### config.mk
export PLATFORM = sky130hd
export DESIGN_NAME = multi_sine_reader
export DESIGN_NICKNAME = d
export VERILOG_FILES = /design/src/rtl/multi_sine_reader.sv
export SDC_FILE = /design/constraint.sdc
export NUM_CORES = 1
export LEC_CHECK = 0
export CAP_MARGIN = 20
export CORE_MARGIN = 2
export CORE_UTILIZATION = 45
export DETAILED_ROUTE_END_ITERATION = 16
export GPL_TIMING_DRIVEN = 1
export MAX_ROUTING_LAYER = met4
export PLACE_DENSITY = 0.76
export SYNTH_ARGS = -nofsm -noshare
export SYNTH_HDL_FRONTEND = slang
export SYNTH_SLANG_ARGS = --single-unit
export TNS_END_PERCENT = 5
### constraint.sdc
create_clock -name clk -period 3.95 [get_ports clk]
set_input_delay 0.5925 -clock clk [delete_from_list [all_inputs] [get_ports clk]]
set_output_delay 0.5925 -clock clk [all_outputs]
set_load 0.005 [all_outputs]
### src/rtl/multi_sine_reader.sv
// multi_sine_reader: multi-channel quarter-wave sine oscillator bank.
// One shared synchronous ROM, time-multiplexed; saturated channel mix.
module multi_sine_reader #(
  parameter int CHANNELS = 2,
  parameter int PHASE_W  = 20,
  parameter int ADDR_W   = 8,
  parameter int SAMPLE_W = 16
) (
  input  logic                         clk,
  input  logic                         reset,
  input  logic [CHANNELS*PHASE_W-1:0]  step_size,
  input  logic [CHANNELS-1:0]          chan_en,
  input  logic                         phase_clear,
  input  logic                         generate_next,
  output logic [ADDR_W-1:0]            rom_addr,
  input  logic [SAMPLE_W-2:0]          rom_data,
  output logic                         busy,
  output logic                         sample_ready,
  output logic [CHANNELS*SAMPLE_W-1:0] sample,
  output logic [SAMPLE_W-1:0]          mix
);

  localparam int CH_W  = (CHANNELS > 1) ? $clog2(CHANNELS) : 1;
  localparam int ACC_W = SAMPLE_W + $clog2(CHANNELS) + 1;
  localparam logic [CH_W-1:0] LAST = CH_W'(CHANNELS - 1);
  localparam logic signed [ACC_W-1:0] SAT_HI =
    ACC_W'((2 ** (SAMPLE_W - 1)) - 1);
  localparam logic signed [ACC_W-1:0] SAT_LO = ~SAT_HI;

  typedef enum logic [2:0] {
    S_IDLE, S_ADDR, S_DATA, S_STORE, S_DONE
  } state_t;

  state_t r_state;
  state_t w_next;

  logic [CH_W-1:0]              r_ch;
  logic [PHASE_W-1:0]           r_phase [CHANNELS];
  logic [ADDR_W-1:0]            r_rom_addr;
  logic [CHANNELS*SAMPLE_W-1:0] r_sample;
  logic [SAMPLE_W-1:0]          r_mix;
  logic signed [ACC_W-1:0]      r_acc;

  logic [1:0]                   w_quad;
  logic [ADDR_W-1:0]            w_idx;
  logic                         w_en;
  logic [PHASE_W-1:0]           w_step;
  logic [SAMPLE_W-1:0]          w_mag;
  logic signed [SAMPLE_W-1:0]   w_samp;
  logic signed [ACC_W-1:0]      w_ext;
  logic signed [ACC_W-1:0]      w_acc_next;
  logic [SAMPLE_W-1:0]          w_sat;
  logic                         w_busy;
  logic                         w_ready;

  assign w_quad = r_phase[r_ch][PHASE_W-1 -: 2];
  assign w_idx  = r_phase[r_ch][PHASE_W-3 -: ADDR_W];
  assign w_en   = chan_en[r_ch];
  assign w_step = step_size[r_ch*PHASE_W +: PHASE_W];
  assign w_mag  = {1'b0, rom_data};
  assign w_ext  = {{(ACC_W-SAMPLE_W){w_samp[SAMPLE_W-1]}}, w_samp};
  assign w_acc_next = r_acc + w_ext;

  // Signed channel sample: quadrants 2/3 negate the ROM magnitude.
  always_comb begin
    w_samp = '0;
    if (w_en) begin
      w_samp = w_quad[1] ? -w_mag : w_mag;
    end
  end

  // Clamp the running sum into the signed sample range.
  always_comb begin
    w_sat = w_acc_next[SAMPLE_W-1:0];
    if (w_acc_next > SAT_HI) begin
      w_sat = SAT_HI[SAMPLE_W-1:0];
    end else if (w_acc_next < SAT_LO) begin
      w_sat = SAT_LO[SAMPLE_W-1:0];
    end
  end

  // State register.
  always_ff @(posedge clk or posedge reset) begin
    if (reset) begin
      r_state <= S_IDLE;
    end else begin
      r_state <= w_next;
    end
  end

  // Next-state logic; a phase clear always lands in IDLE.
  always_comb begin
    w_next = r_state;
    if (phase_clear) begin
      w_next = S_IDLE;
    end else begin
      case (r_state)
        S_IDLE:  if (generate_next) w_next = S_ADDR;
        S_ADDR:  w_next = S_DATA;
        S_DATA:  w_next = S_STORE;
        S_STORE: w_next = (r_ch == LAST) ? S_DONE : S_ADDR;
        S_DONE:  w_next = S_IDLE;
        default: w_next = S_IDLE;
      endcase
    end
  end

  // Moore outputs decoded from the state.
  always_comb begin
    w_busy  = (r_state != S_IDLE);
    w_ready = (r_state == S_DONE);
  end

  // Datapath: ROM address, per-channel store, phase advance, mix.
  always_ff @(posedge clk or posedge reset) begin
    if (reset) begin
      r_ch       <= '0;
      r_rom_addr <= '0;
      r_sample   <= '0;
      r_mix      <= '0;
      r_acc      <= '0;
      for (int i = 0; i < CHANNELS; i++) begin
        r_phase[i] <= '0;
      end
    end else if (phase_clear) begin
      for (int i = 0; i < CHANNELS; i++) begin
        r_phase[i] <= '0;
      end
    end else begin
      case (r_state)
        S_IDLE: begin
          if (generate_next) begin
            r_ch  <= '0;
            r_acc <= '0;
          end
        end
        S_ADDR: begin
          r_rom_addr <= w_quad[0] ? ~w_idx : w_idx;
        end
        S_STORE: begin
          r_sample[r_ch*SAMPLE_W +: SAMPLE_W] <= w_samp;
          if (w_en) begin
            r_phase[r_ch] <= r_phase[r_ch] + w_step;
          end
          r_acc <= w_acc_next;
          if (r_ch == LAST) begin
            r_mix <= w_sat;
          end else begin
            r_ch <= r_ch + CH_W'(1);
          end
        end
        default: ;
      endcase
    end
  end

  assign rom_addr     = r_rom_addr;
  assign sample       = r_sample;
  assign mix          = r_mix;
  assign busy         = w_busy;
  assign sample_ready = w_ready;

endmodule

==> impl_results.md <==
* GR Overflow Total at 0
* PortBufs at roughly 120
* Worst Max-Slew Pin Slew at 1009 ps
* Ranking of synthesized cells by area: dfrtp_1, mux2_2, ha_1, nand2_1, a22o_1
* Async SR Flop Fraction at 1.000
* CP delay by family, top: compound AO/OA/AOI/OAI gates
* Layout Cells excl Fill at 1,235
* Rows at 47
* Yosys warnings at 0
* Die Y at roughly 130 microns
* Mux contribution to synthesized area at 0.07713
* Total Power at 0.004032 W
* Die area at about 18,000 sq um
* DRC violations left at 0
* Main combinational cell family by area after synthesis: compound AO/OA/AOI/OAI gates
* Initial drt markers at 444
* TritonCTS Buffers at 17
* Final period util at 0.9687
* Most frequent cell after synthesis: nand2_1
* Critical Path End Type: register
* Post-Syn Nets at 888
* FILL cells at approximately 1,300
* DRT antenna net count at 0
* VDD IR max at 331.7 uV
* Post-synth EDFFs at 0
* Synth Area in XOR/XNOR at 0.05892
* Routed wire length per instance at 17.17 microns
* Layout cells sized above 1 at 0.2443
* Yosys top cell area share at 0.3906
* RD Place Congestion at 0.9579
* Final hold viol count at 0
* Most instantiated cells after synthesis: nand2_1, dfrtp_1, nor2_1
* Largest area contributor in the netlist: dfrtp_1
* Crit Path Category: reg2reg
* Min-delay worst type: reg2reg
* Final setup vio count at 0
* Largest net degree at the start of global routing at 70
* Leakage at between 4 and 5 nW
* Top FF cell, synth: dfrtp_1
* Max Cap Viol at 0
* CTS Root Buffer Type: clkbuf_16
* Register area share after synthesis at 0.3906
* Vias in the first global route at ~6,800
* Via density at 5.519
* HPWL after DPL at about 15,000 microns
* Cell mode on critical path: o211ai_1
* Netlist cell types at between 70 and 80
* Dpl ws at -467.6 ps
* Cells along the critical path: buf_4 -> mux2_2 -> ha_1 -> a2111oi_0 -> o211ai_1 -> nand4bb_1 -> a211oi_1 -> o21ai_0 -> mux2i_1 -> o211ai_1
* Die X at roughly 130 microns
* CTS tree: done
* Fmax at 261.4 MHz
* Slew HR at 0.3257
* Area share of fa/ha/maj cells after synthesis at 0.06819
* WP buf/inv at 1
* Slowest-stage cell, CP: a2111oi_0
* Cell area power density at around 390 nW/um^2
* Total Wirelength at 21,200 microns
* Final worst slack at 123.7 ps
* CP Launch Type: register
* Synthesized area per cell at 9.606 sq um
* Starting density of the core at 0.4575
* Max clock buf depth at 2
* TritonCTS Sinks at around 120
* Final period demand of the worst path at 3826 ps
* Worst-path clk slew at 60 ps
* I/O pins at 119
* DRT Pass-1 Iters at 5
* ANT cells at 0
* Critical Path Max Stage Delay at 690 ps
* Max-slew violation count at 0
* Cell Area, Placed at 9663 sq um
* Status: finished clean
* Compound-cell area share of the yosys netlist at 0.2127
* Syn Inst Count at 787
* Core area at between 15,000 and 20,000 sq um
* Syn-to-layout area delta at 38.15%
* CP max FO at 22
* Register bit total from synthesis at 118
* Nets at 1,103
* Crit path arrival time at 4120 ps
* Simple-Gate Fraction of Synth Area at 0.1531
* Skew-Pair Late Insertion Delay at 430 ps
* CP Data Required Time at around 4300 ps
* Total GRT Usage at 0.2467
* H-tree depth at 4
* First-pass GRT wire length at ~34,000 microns
* Initial antenna violation count at 0
* Finished Cell Area at between 10,000 and 15,000 sq um
* Vias at 6,816
* Final Skew at between 7 and 8 ps
* Synthesized area at 7560 sq um
* Placed instance count at 1,197
-- metrics by stage --
step                        util  hold slack (ps)  TNS [ps]
after detailed placement  0.5848            463.9     -7946
after floorplan                -            444.4         0
after CTS                 0.6243            477.6         0
final                     0.6320            474.8         0
after global placement    0.5848            460.5     -6363
after global routing      0.6320            495.1    -9.684
-- metal layers --
metal / wire length, microns / up-vias / GRT usage
li1: - / 3270 / -
met1: 9065 / 3280 / 0.2973
met2: 10480 / 222 / 0.4107
met3: 1120 / 44 / 0.04985
met4: 533 / 0 / 0.09102
met5: 0 / - / -
-- cells in the final DEF (no fill, tap or decap), types with 35 or more instances in the layout --
cell type          n
nand2_1          120
o21ai_0           39
nor2_1            59
clkdlybuf4s50_1  112
xnor2_1           35
ha_1              36
dfrtp_1          117
a22o_1            36
buf_4            107
mux2_2            47
-- where the power goes --
part           switching [W]  internal [W]
Combinational       0.000515      0.000577
Sequential         0.0000877       0.00133
Clock               0.000589      0.000930
Total                0.00119       0.00284
-- repair_timing --
action                     CTS  global route
pin swaps                   13            17
resized for setup           12            24
gates cloned                 2             0
hold buffers                 0             0
buffers inserted             4             1
setup endpoints to repair    9            21
-- layout make-up --
type                       instances  area (sq um)  share of cell area
timing repair buffer             233          2095              0.2006
clock inverter                    14         153.9             0.01474
multi-input combinational        606          4437              0.4248
inverter                          26         100.1            0.009584
sequential                       118          2954              0.2829
tap                              220         275.3             0.02636
clock buffer                      18         429.2             0.04109
-- flip-flops by register name, indices dropped and copies added, names as in the netlist --
| signal | flops |
|---|---|
| sample | 32 |
| r_state | 3 |
| r_ch | 1 |
| r_phase | 40 |
| rom_addr | 8 |
| mix | 16 |
| r_acc | 18 |
-- cell families (layout without fill, tap and decap cells) --
logic type	after synthesis	after routing
AOI/OAI and AO/OA	215	215
xor gates and xnor gates	50	50
adders and majority gates	40	40
buffers and inverters	63	291
DFF	118	118
muxes	52	52
and+or+nand+nor	249	249
-- final timing paths --
path	end	startpoint	cells after the start	slack [ps]
worst max-delay path	r_phase[15]$_DFFE_PP0P_	r_ch$_DFFE_PP0P_	10	120
worst min-delay path	sample[26]$_DFFE_PP0P_	sample[26]$_DFFE_PP0P_	2	470
worst max register to register	r_phase[15]$_DFFE_PP0P_	r_ch$_DFFE_PP0P_	10	120
worst min register to register	sample[26]$_DFFE_PP0P_	sample[26]$_DFFE_PP0P_	2	470
max in group asynchronous	sample[25]$_DFFE_PP0P_	reset	3	2480
min in group asynchronous	r_phase[0]$_DFFE_PP0P_	reset	2	710
-- tightest hold or removal path: stages (launching register included) --
cell	delay, ps
dfrtp_1	340
nand2_1	50
nand2_1	50
Note: power is estimated with default switching activity, not from simulation.
